`config.mk`:
```
export PLATFORM = sky130hd
export DESIGN_NAME = wb_fetch_arbiter
export DESIGN_NICKNAME = d
export VERILOG_FILES = /design/src/rtl/wb_fetch_arbiter.sv
export SDC_FILE = /design/constraint.sdc
export NUM_CORES = 1
export LEC_CHECK = 0
export ABC_CLOCK_PERIOD_IN_PS = 1900
export CAP_MARGIN = 20
export CELL_PAD_IN_SITES_DETAIL_PLACEMENT = 0
export CELL_PAD_IN_SITES_GLOBAL_PLACEMENT = 1
export CORE_MARGIN = 8
export CORE_UTILIZATION = 37
export DETAILED_ROUTE_END_ITERATION = 8
export DONT_BUFFER_PORTS = 1
export PLACE_DENSITY = 0.78
export SLEW_MARGIN = 0
export SYNTH_ARGS = -nofsm -noshare
export SYNTH_HDL_FRONTEND = slang
export SYNTH_SLANG_ARGS = --single-unit
```
`constraint.sdc`:
```
create_clock -name sys_clk_i -period 1.9 [get_ports sys_clk_i]
set_clock_uncertainty 0.05 [all_clocks]
set_input_delay 0.57 -clock sys_clk_i [delete_from_list [all_inputs] [get_ports sys_clk_i]]
set_output_delay 0.57 -clock sys_clk_i [all_outputs]
set_load 0.01 [all_outputs]
```
`src/rtl/wb_fetch_arbiter.sv`:
```
// Two-master read-only Wishbone arbiter: round-robin, owner locked while it holds CYC.
// Optional stall watchdog enabled by defining ARB_WATCHDOG_EN.
module wb_fetch_arbiter #(
  parameter int AW      = 15,
  parameter int DW      = 16,
  parameter int TIMEOUT = 255
) (
  input  logic          sys_clk_i,
  input  logic          sys_res_i,
  input  logic [AW:1]   m0_adr_i,
  input  logic          m0_cyc_i,
  input  logic          m0_stb_i,
  output logic [DW-1:0] m0_dat_o,
  output logic          m0_ack_o,
  input  logic [AW:1]   m1_adr_i,
  input  logic          m1_cyc_i,
  input  logic          m1_stb_i,
  output logic [DW-1:0] m1_dat_o,
  output logic          m1_ack_o,
  output logic [AW:1]   s_adr_o,
  output logic          s_cyc_o,
  output logic          s_stb_o,
  input  logic [DW-1:0] s_dat_i,
  input  logic          s_ack_i,
  output logic [1:0]    gnt_o,
  output logic          timeout_o
);

  typedef enum logic [1:0] {IDLE = 2'd0, OWN0 = 2'd1, OWN1 = 2'd2} state_t;

  state_t     state, state_nxt;
  logic       last;
  logic [1:0] mask, req;
  logic       wd_fire;

  assign req = {m1_cyc_i & ~mask[1], m0_cyc_i & ~mask[0]};

  // last = master that most recently released the bus; a tie goes to the other one
  always_comb begin
    state_nxt = state;
    unique case (state)
      IDLE: begin
        if (req == 2'b11)  state_nxt = last ? OWN0 : OWN1;
        else if (req[0])   state_nxt = OWN0;
        else if (req[1])   state_nxt = OWN1;
      end
      OWN0: if (!m0_cyc_i || wd_fire) state_nxt = req[1] ? OWN1 : IDLE;
      OWN1: if (!m1_cyc_i || wd_fire) state_nxt = req[0] ? OWN0 : IDLE;
      default: state_nxt = IDLE;
    endcase
  end

  always_ff @(posedge sys_clk_i) begin
    if (sys_res_i) begin
      state <= IDLE;
      last  <= 1'b1;
    end else begin
      state <= state_nxt;
      if (state == OWN0 && state_nxt != OWN0) last <= 1'b0;
      if (state == OWN1 && state_nxt != OWN1) last <= 1'b1;
    end
  end

  always_comb begin
    s_adr_o = m0_adr_i;
    s_cyc_o = 1'b0;
    s_stb_o = 1'b0;
    unique case (state)
      OWN0: begin
        s_cyc_o = m0_cyc_i;
        s_stb_o = m0_stb_i;
      end
      OWN1: begin
        s_adr_o = m1_adr_i;
        s_cyc_o = m1_cyc_i;
        s_stb_o = m1_stb_i;
      end
      default: ;
    endcase
  end

  assign gnt_o    = {state == OWN1, state == OWN0};
  assign m0_dat_o = s_dat_i;
  assign m1_dat_o = s_dat_i;
  assign m0_ack_o = s_ack_i & (state == OWN0);
  assign m1_ack_o = s_ack_i & (state == OWN1);

`ifdef ARB_WATCHDOG_EN
  localparam int CW = ($clog2(TIMEOUT + 1) > 8) ? $clog2(TIMEOUT + 1) : 8;

  logic [CW-1:0] wd_cnt;
  logic          stall;
  logic [1:0]    cyc;

  assign cyc     = {m1_cyc_i, m0_cyc_i};
  assign stall   = s_stb_o & ~s_ack_i;
  assign wd_fire = stall & (wd_cnt == CW'(TIMEOUT));
  assign timeout_o = wd_fire;

  // a timed-out master stays locked out until it drops CYC
  always_ff @(posedge sys_clk_i) begin
    if (sys_res_i) begin
      wd_cnt <= '0;
      mask   <= '0;
    end else begin
      if (s_ack_i || state_nxt != state) wd_cnt <= '0;
      else if (stall)                    wd_cnt <= wd_cnt + CW'(1);
      for (int i = 0; i < 2; i++) begin
        if (wd_fire && gnt_o[i]) mask[i] <= 1'b1;
        else if (!cyc[i])        mask[i] <= 1'b0;
      end
    end
  end
`else
  logic unused_timeout;
  assign unused_timeout = |TIMEOUT;
  assign mask      = '0;
  assign wd_fire   = 1'b0;
  assign timeout_o = 1'b0;
`endif

endmodule
```
==> results by group, run 1 <==
Outcome
  • Status: finished clean

Clock network
  • Number of levels the H-tree was split into: 1
  • Deepest clock path buffer count: 2
  • Count of clock tree sinks: 3
  • Clock tree from TritonCTS: done
  • Root Buffer Master: sky130_fd_sc_hd__clkbuf_4
  • Clock Latency Late Sink: 0.23 ns
  • TritonCTS buffer count: 3
  • CTS clk-pin slew, worst paths: 0.04 ns

Cells and area
  • Register area: 65.1 um2
  • Finished layout cell area: 726 um2
  • Filler cells: 214
  • Share of final-layout standard cells stronger than drive strength 1: 56.1%
  • N_diodes: 0
  • Synthesis-to-layout area growth: -6.45%
  • Net count of the finished layout: 125
  • Total area of multi-input combinational cells: 514 um2

Worst setup path
  • Setup CP Type: reg -> out
  • Cell-by-cell trace of the critical path: inv_2 -> ha_4 -> buf_4 -> mux2_4
  • Required time at the worst-slack endpoint: 1.28 ns
  • Endpoint class of the critical path: output port
  • Largest fanout on the critical path: 6
  • Type of origin of the critical path: register
  • Crit-path max cell delay: 0.33 ns
  • Number of buffers and inverters on the critical path: 2
  • Cell class contributing the biggest share of worst-path delay: flip-flops
  • Slowest CP cell: sky130_fd_sc_hd__dfxtp_2
  • WP data arrival: 1.25 ns

Timing
  • Achievable clock frequency: 533 MHz
  • Setup repair after global routing missed its margin: true
  • Time the final worst path needs with I/O delays and setup: 1.87 ns
  • Hold violation count in the final report: 0
  • Final worst setup slack: 0.0252 ns
  • Total negative slack: 0 ns
  • Part of the cycle the worst path needs: 98.7%
  • Endpoints failing setup: 0
  • Final Max Tran Viols: 0
  • Worst hold slack: 0.345 ns

Floorplan
  • Effective utilization at floorplan: 39.5%
  • Number of standard-cell rows in the floorplan: 16
  • Width of the die: 61.8 um
  • Y dimension of the die: 61.8 um
  • Area of the core: 0.00196 mm2
  • Total Die Area: 0.00382 mm2
  • Num ports: 107

Global routing
  • Overflow after GRT: 0
  • Maximum number of pins on one net before global-route repair: 10
  • Wire length of the first global-routing pass: 2860 um
  • Number of global-route vias before repair: 562
  • Initial antenna violation count: 0
  • GRT Resource Usage Total: 9.92%

Route
  • Total wire length after detailed routing: 2150 um
  • Total iterations of the first detailed-routing run: 4
  • Routed length on met1: 675 um
  • Post-detailed-route count of antenna-violating nets: 0
  • Via total after detailed routing: 510
  • Routed length on met2: 1130 um
  • Top routing layer used: met4
  • DRC marker count from the first detailed-route iteration: 25
  • DRC Markers: 0
  • Met3 wire len: 308 um
  • Via density: 5.48
  • WL per Instance: 23.2 um

Yosys
  • Netlist cell types: 26
  • Register bit count reported by yosys: 3
  • Post-synthesis mux area share: 23.2%
  • Synth Area in Compound Gates: 11.5%
  • Post-Syn Nets: 148
  • Synth Area in XOR/XNOR: 0%
  • Sequential-to-total area share from yosys stat: 7.74%
  • Total of warnings raised by yosys: 0
  • Synthesized-area fraction occupied by and/or/nand/nor cells: 11.3%
  • Post-Syn Instances: 90
  • Mean cell area of the mapped netlist: 8.62 um2
  • Cell area after technology mapping: 776 um2
  • Arithmetic-cell share of the synthesized area counting full adders, half adders and majority gates: 8.06%
  • Largest family of logic cells by synthesized area: buffers and inverters

Pwr
  • Lkg Pwr: 0.312 nW
  • PwrDens: 670 mW/mm2
  • Peak supply drop: 0.000281 V

Placed design
  • Cell Area, Placed: 563 um2
  • DP Worst Slack: 0.0821 ns
  • Final RePlAce weighted congestion: 0.843
  • HPWL after detailed placement: 1700 um
  • I/O Buffers: 0

Flow run
  • Max Cap Viol: 0

Min path
  • Class of the tightest hold or removal check: in -> reg
==> stage by stage <==
stage / utilization (%) / power (mW) / cells
after floorplan: - / 0.337 / 90
after global placement: 28.7 / 0.304 / 85
after detailed placement: 28.7 / 0.305 / 85
after CTS: 34.6 / 0.468 / 91
after global routing: 37.0 / 0.521 / 93
final: 37.0 / 0.486 / 93
==> metal layers <==
metal  track usage (%)  vias to the layer above
met2              17.0                       41
met4              4.87                        0
met3              5.35                       12
met5                 0                        -
met1              9.50                      230
li1                  -                      227
==> cells in the mapped netlist <==
library cell	number	area [um2]
sky130_fd_sc_hd__nand3_1	2	10.0
sky130_fd_sc_hd__a22oi_1	3	22.5
sky130_fd_sc_hd__nor3_1	1	5.00
sky130_fd_sc_hd__nor2b_4	1	13.8
sky130_fd_sc_hd__o31ai_1	1	7.51
sky130_fd_sc_hd__o211ai_1	1	7.51
sky130_fd_sc_hd__buf_4	34	255
sky130_fd_sc_hd__conb_1	1	3.75
sky130_fd_sc_hd__mux2_2	9	101
sky130_fd_sc_hd__nand3b_1	1	7.51
sky130_fd_sc_hd__mux2_1	7	78.8
sky130_fd_sc_hd__a21oi_1	1	5.00
sky130_fd_sc_hd__nor3b_2	1	12.5
sky130_fd_sc_hd__a222oi_1	1	10.0
sky130_fd_sc_hd__ha_1	5	62.6
sky130_fd_sc_hd__nor2b_1	3	18.8
sky130_fd_sc_hd__o311ai_1	1	8.76
sky130_fd_sc_hd__o22ai_1	1	6.26
sky130_fd_sc_hd__buf_6	2	22.5
sky130_fd_sc_hd__a21o_1	1	7.51
sky130_fd_sc_hd__o21ai_1	1	5.00
sky130_fd_sc_hd__and2_1	2	12.5
sky130_fd_sc_hd__inv_1	4	15.0
sky130_fd_sc_hd__dfxtp_1	3	60.1
sky130_fd_sc_hd__nor2_1	2	7.51
sky130_fd_sc_hd__a41oi_1	1	8.76
==> worst paths after layout <==
check	startpoint	endpoint	slack, ns	cells after the start
max	state[0]	s_adr_o[5]	0.03	4
min	sys_res_i	state[0]	0.35	1
max reg2reg	state[0]	last	0.32	6
min reg2reg	last	last	0.52	2
==> repair_timing <==
action,4_1_cts,5_1_grt
gates resized for setup,29,7
hold buffers,0,0
setup buffers,1,2
cloned,1,0
endpoints found under the setup margin,17,16
pin swaps,0,1
==> cells in the final DEF, fill, tap and decap left out, drive strengths merged <==
cell type,instances
nand3,2
inv,4
mux2,16
a21o,1
o31ai,1
o21ai,1
buf,8
o311ai,1
a21oi,1
o22ai,1
nor2b,4
ha,5
nand3b,1
clkbuf,4
dfxtp,3
o211ai,1
a41oi,1
a222oi,1
conb,1
nor3b,1
nor2,2
and2,2
a22oi,3
nor3,1
==> area by class of cell <==
| class | count | area share [%] |
|---|---|---|
| sequential | 3 | 8.97 |
| tap | 27 | 4.66 |
| inverter | 4 | 2.07 |
| timing repair buffer | 8 | 9.83 |
| multi-input combinational | 47 | 70.9 |
| clock buffer | 4 | 3.62 |
==> report_power, final <==
| part | internal [mW] | leakage, nW | switching (mW) |
|---|---|---|---|
| Sequential | 0.0736 | 0.0257 | 0.0101 |
| Clock | 0.0788 | 0.0150 | 0.0339 |
| Combinational | 0.152 | 0.271 | 0.138 |
==> flip-flops by register name (all words and copies together), names as in the netlist <==
| register | cells |
|---|---|
| last | 1 |
| state | 2 |
==> logic make-up (layout without fill, tap and decap cells) <==
group | Yosys count | count (layout)
mux | 16 | 16
fa+ha+maj | 5 | 5
flops | 3 | 3
simple gates | 13 | 13
compound gates | 12 | 12
other cells | 1 | 1
buf+inv | 40 | 16
No activity file was read; power rests on OpenSTA's default activity.
==> run 2: changes to the inputs <==
CORE_UTILIZATION = 25   (was 37)
PLACE_DENSITY = 0.57   (was 0.78)
==> run 2 against run 1 <==
The run now ends with setup timing left; fmax down 3.6%; die area up 35%; combinational power up 11%; cell count up 6.5%; global-route usage down 1.8 points; sequential share of layout area down 0.62 points; worst setup slack worse by 0.069 ns.
==> results by group, run 2 (same netlist as run 1, synthesis figures left out) <==
Worst setup path
  • Largest fanout on the critical path: 7
  • WP data arrival: 1.32 ns
  • Type of origin of the critical path: register
  • Required time at the worst-slack endpoint: 1.28 ns
  • Endpoint class of the critical path: output port
  • Setup CP Type: reg -> out

Cells and area
  • Max reg flops: 2
  • Synthesis-to-layout area growth: 0.484%
  • Commonest non-fill, non-tap cell in the layout: sky130_fd_sc_hd__mux2_4
  • Finished Layout Cells: 99
  • Register area: 65.1 um2
  • Total area of multi-input combinational cells: 537 um2
  • Filler cells: 327
  • Top register by number of flip-flops: state
  • N_diodes: 0
  • Share of final-layout standard cells stronger than drive strength 1: 59.1%
  • Most frequent cells in the layout: sky130_fd_sc_hd__mux2_4 (15), sky130_fd_sc_hd__buf_4 (4), sky130_fd_sc_hd__inv_1 (3), sky130_fd_sc_hd__ha_4 (3), sky130_fd_sc_hd__clkbuf_4 (3)
  • Net count of the finished layout: 125
  • Regs by FF count: state (2), last (1)

Floorplan
  • Effective utilization at floorplan: 25.8%
  • Y dimension of the die: 71.7 um
  • Number of standard-cell rows in the floorplan: 20
  • Area of the core: 0.00300 mm2
  • Total Die Area: 0.00514 mm2
  • Num ports: 107
  • Width of the die: 71.7 um

Global routing
  • Initial antenna violation count: 0
  • Overflow after GRT: 0
  • GRT Resource Usage Total: 8.15%
  • Wire length of the first global-routing pass: 3350 um
  • Number of global-route vias before repair: 589
  • Maximum number of pins on one net before global-route repair: 10

Timing
  • Achievable clock frequency: 514 MHz
  • Total negative slack: -0.422 ns
  • Final Max Tran Viols: 0
  • Final worst setup slack: -0.0443 ns
  • Time the final worst path needs with I/O delays and setup: 1.94 ns
  • Hold violation count in the final report: 0
  • Setup repair after global routing missed its margin: true
  • Part of the cycle the worst path needs: 102%
  • Endpoints failing setup: 15

Pwr
  • Design internal power: 0.327 mW
  • Comb power frac: 61.3%
  • Peak supply drop: 0.000378 V
  • Lkg Pwr: 0.323 nW
  • Sequential share of power: 16.4%
  • Switching fraction of total power: 37.5%
  • Sw Pwr: 0.196 mW
  • Share of total power in the clock network: 22.3%
  • PwrDens: 671 mW/mm2

Placed design
  • HPWL after detailed placement: 1550 um
  • Final RePlAce weighted congestion: 0.746
  • I/O Buffers: 0
  • Dpl cells: 90

Clock network
  • TritonCTS buffer count: 3
  • Clock Latency Late Sink: 0.24 ns
  • Root Buffer Master: sky130_fd_sc_hd__clkbuf_4
  • Hold-fix buffer count after cts: 0
  • Number of levels the H-tree was split into: 1
  • CTS clk-pin slew, worst paths: 0.04 ns
  • Count of clock tree sinks: 3
  • Deepest clock path buffer count: 2
  • Clock tree from TritonCTS: done

Route
  • Total wire length after detailed routing: 2170 um
  • DRC marker count from the first detailed-route iteration: 14
  • Via density: 5.07
  • WL per Instance: 21.9 um
  • Via total after detailed routing: 502
  • Total iterations of the first detailed-routing run: 4
  • DRC Markers: 0
  • Post-detailed-route count of antenna-violating nets: 0

Min path
  • Class of the tightest hold or removal check: in -> reg

Flow run
  • Max Cap Viol: 0

Outcome
  • Status: finished, violations left
  • Failing checks: setup timing
## run 2: power groups by stage
stage	Sequential [mW]	Combinational [mW]	Clock, mW
4_1_cts	0.0857	0.294	0.123
3_3_place_gp	0.0845	0.218	0
2_1_floorplan	0.0849	0.252	0
3_5_place_dp	0.0844	0.218	0
5_1_grt	0.0876	0.348	0.128
6_report	0.0857	0.321	0.117
## run 2: metal layers
layer | up-vias | track usage, % | part of all wire (%)
met2 | 25 | 14.2 | 54
li1 | 230 | - | -
met3 | 2 | 4.32 | 9.0
met5 | - | 0 | 0
met4 | 0 | 2.95 | 0.46
met1 | 245 | 8.02 | 36
## run 2: stage by stage
stage | power (mW) | utilization [%] | area [um2] | setup slack [ns] | hold slack [ns]
3_3_place_gp | 0.302 | 18.8 | 563 | 0.121 | 0.505
2_1_floorplan | 0.337 | - | 777 | 0.0354 | 0.439
3_5_place_dp | 0.303 | 18.8 | 563 | 0.111 | 0.490
5_1_grt | 0.564 | 26.0 | 779 | -0.0869 | 0.327
4_1_cts | 0.503 | 24.5 | 737 | -0.0584 | 0.332
6_report | 0.523 | 26.0 | 779 | -0.0443 | 0.339
## run 2: repair_timing
item	in CTS	in global routing
setup buffers	2	1
endpoints found under the setup margin	17	17
cloned	2	0
pin swaps	2	0
resized for setup	36	5
## run 2: critical path, cell delays in order (launching register included)
cell                      delay [ns]
sky130_fd_sc_hd__dfxtp_2        0.33
sky130_fd_sc_hd__inv_2          0.07
sky130_fd_sc_hd__ha_4           0.19
sky130_fd_sc_hd__buf_8          0.16
sky130_fd_sc_hd__mux2_4         0.33
## run 2: final cells by class
type,count,area share (%)
Multi-Input combinational cell,47,68.9
Timing Repair Buffer,8,12.2
Sequential cell,3,8.35
Tap cell,33,5.30
Clock buffer,4,3.37
Inverter,4,1.93
## run 2: final timing paths
| path | startpoint | endpoint | slack, ns | cells after the start |
|---|---|---|---|---|
| max | state[0] | s_adr_o[14] | -0.04 | 4 |
| min | sys_res_i | state[0] | 0.34 | 1 |
| max reg2reg | state[0] | last | 0.27 | 8 |
| min reg2reg | last | last | 0.50 | 2 |
==> run 3: changes to the inputs <==
CORE_ASPECT_RATIO = 2   (was unset)
==> run 3 against run 2 <==
Fmax increased by 3.0%; die area increased by 2.1%; critical path depth unchanged; the run now ends clean.
==> results by group, run 3 (same netlist as run 1, synthesis figures left out) <==
Cells and area
  • Max reg flops: 2
  • Total area of multi-input combinational cells: 504 um2
  • Regs by FF count: state (2), last (1)
  • Register area: 62.6 um2
  • Most frequent cells in the layout: sky130_fd_sc_hd__mux2_4 (15), sky130_fd_sc_hd__buf_4 (8)
  • Synthesis-to-layout area growth: 0.484%
  • Finished layout cell area: 779 um2
  • Utilization after layout: 26.2%
  • N_diodes: 0
  • Filler cells: 309
  • Net count of the finished layout: 128
  • Share of final-layout standard cells stronger than drive strength 1: 56.5%
  • Commonest non-fill, non-tap cell in the layout: sky130_fd_sc_hd__mux2_4
  • Top register by number of flip-flops: state

Pwr
  • Peak supply drop: 0.000356 V
  • Lkg Pwr: 0.340 nW
  • PwrDens: 723 mW/mm2

Placed design
  • I/O Buffers: 0
  • Cell Area, Placed: 604 um2
  • HPWL after detailed placement: 1680 um
  • Final RePlAce weighted congestion: 0.782

Route
  • Met3 wire len: 386 um
  • Routed length on met1: 574 um
  • Via total after detailed routing: 562
  • Post-detailed-route count of antenna-violating nets: 0
  • WL per Instance: 19.9 um
  • Total iterations of the first detailed-routing run: 4
  • Routed length on met2: 917 um
  • Top routing layer used: met4
  • DRC Markers: 0
  • DRC marker count from the first detailed-route iteration: 10
  • Total wire length after detailed routing: 1970 um
  • Via density: 5.68

Timing
  • Setup repair after global routing missed its margin: true
  • Achievable clock frequency: 530 MHz
  • Hold violation count in the final report: 0
  • Final Max Tran Viols: 0
  • Endpoints failing setup: 0
  • Part of the cycle the worst path needs: 99.4%
  • Time the final worst path needs with I/O delays and setup: 1.89 ns

Clock network
  • CTS clk-pin slew, worst paths: 0.03 ns
  • Deepest clock path buffer count: 2
  • Count of clock tree sinks: 3
  • Clock tree from TritonCTS: done
  • Number of levels the H-tree was split into: 1
  • Hold-fix buffer count after cts: 0
  • TritonCTS buffer count: 3
  • Root Buffer Master: sky130_fd_sc_hd__clkbuf_8
  • Clock Latency Late Sink: 0.21 ns

Worst setup path
  • Number of buffers and inverters on the critical path: 2
  • WP data arrival: 1.27 ns
  • Crit-path max cell delay: 0.32 ns
  • Cell-by-cell trace of the critical path: inv_2 -> ha_4 -> buf_8 -> mux2_4
  • Largest fanout on the critical path: 8
  • Cell class contributing the biggest share of worst-path delay: multiplexers
  • Type of origin of the critical path: register
  • Crit. path cell count: 4
  • Setup CP Type: reg -> out
  • Beginning of the critical path: state[0]
  • Required time at the worst-slack endpoint: 1.28 ns
  • Capturing instance or port of the critical path: s_adr_o[15]
  • Slowest CP cell: sky130_fd_sc_hd__mux2_4
  • Reg2reg start: state[0]
  • Worst Reg-to-Reg Cells: 7
  • R2R Path End: last
  • Endpoint class of the critical path: output port
  • Register-to-register path setup slack: 0.31 ns

Flow run
  • Max Cap Viol: 0

Floorplan
  • Area of the core: 0.00298 mm2
  • Width of the die: 55.4 um
  • Num ports: 107
  • Effective utilization at floorplan: 26.1%
  • Number of standard-cell rows in the floorplan: 28
  • Y dimension of the die: 94.8 um
  • Total Die Area: 0.00525 mm2

Global routing
  • Number of global-route vias before repair: 684
  • Maximum number of pins on one net before global-route repair: 11
  • Wire length of the first global-routing pass: 3010 um
  • Initial antenna violation count: 0
  • GRT Resource Usage Total: 6.86%
  • Overflow after GRT: 0

Min path
  • WHS Path Cells: 1
  • Class of the tightest hold or removal check: in -> reg

Outcome
  • Status: finished clean
-- run 3: changes by cell type in the layout (fill, tap and decap cells not counted), sizes merged --
| cell | delta |
|---|---|
| clkbuf | +1 |
| buf | +2 |
-- run 3: worst reg2reg max path: cells and delay by family (launching register included) --
family | cells | cell delay [ns]
adder cells (fa/ha/maj) | 1 | 0.21
AO/OA/AOI/OAI | 2 | 0.43
AND/OR/NAND/NOR | 2 | 0.23
buffers and inverters | 2 | 0.30
flip-flops | 1 | 0.31
-- run 3: metrics by stage --
stage	hold slack, ns	instances	TNS [ns]	setup slack [ns]	total power [mW]
after CTS	0.371	97	0	0.000935	0.524
after floorplan	0.439	90	0	0.0354	0.337
after global placement	0.511	93	0	0.128	0.323
final	0.374	99	0	0.0118	0.564
after detailed placement	0.521	93	0	0.133	0.322
after global routing	0.367	99	-0.518	-0.0442	0.606
-- run 3: area by class of cell --
type	count	share of cell area, %
multi-input combinational	47	64.7
tap	30	4.82
clock buffer	4	5.78
inverter	4	1.93
timing repair buffer	11	14.8
sequential	3	8.03
-- run 3: what timing repair did --
action / CTS / global route
setup endpoints to repair: 17 / 17
resized for setup: 11 / 22
cloned: 0 / 1
endpoints found under the hold margin: 0 / 0
pin swaps: 1 / 0
buffers inserted: 0 / 1
-- run 3: how the worst min path moves through the flow --
stage | from | endpoint | slack (ns)
after floorplan | last | last | 0.44
after global routing | sys_res_i | state[0] | 0.37
after global placement | last | last | 0.51
final | sys_res_i | state[0] | 0.37
after CTS | sys_res_i | state[0] | 0.37
after detailed placement | last | last | 0.52
-- run 3: where the power goes --
part	internal, mW	switching, mW
Clock	0.143	0.0391
Combinational	0.162	0.136
Sequential	0.0739	0.00913
-- run 3: layer usage --
layer / vias to the layer above / GRT usage, %
met5: - / 0
met4: 0 / 6.40
met3: 19 / 4.84
met2: 64 / 11.8
met1: 245 / 4.70
li1: 234 / -
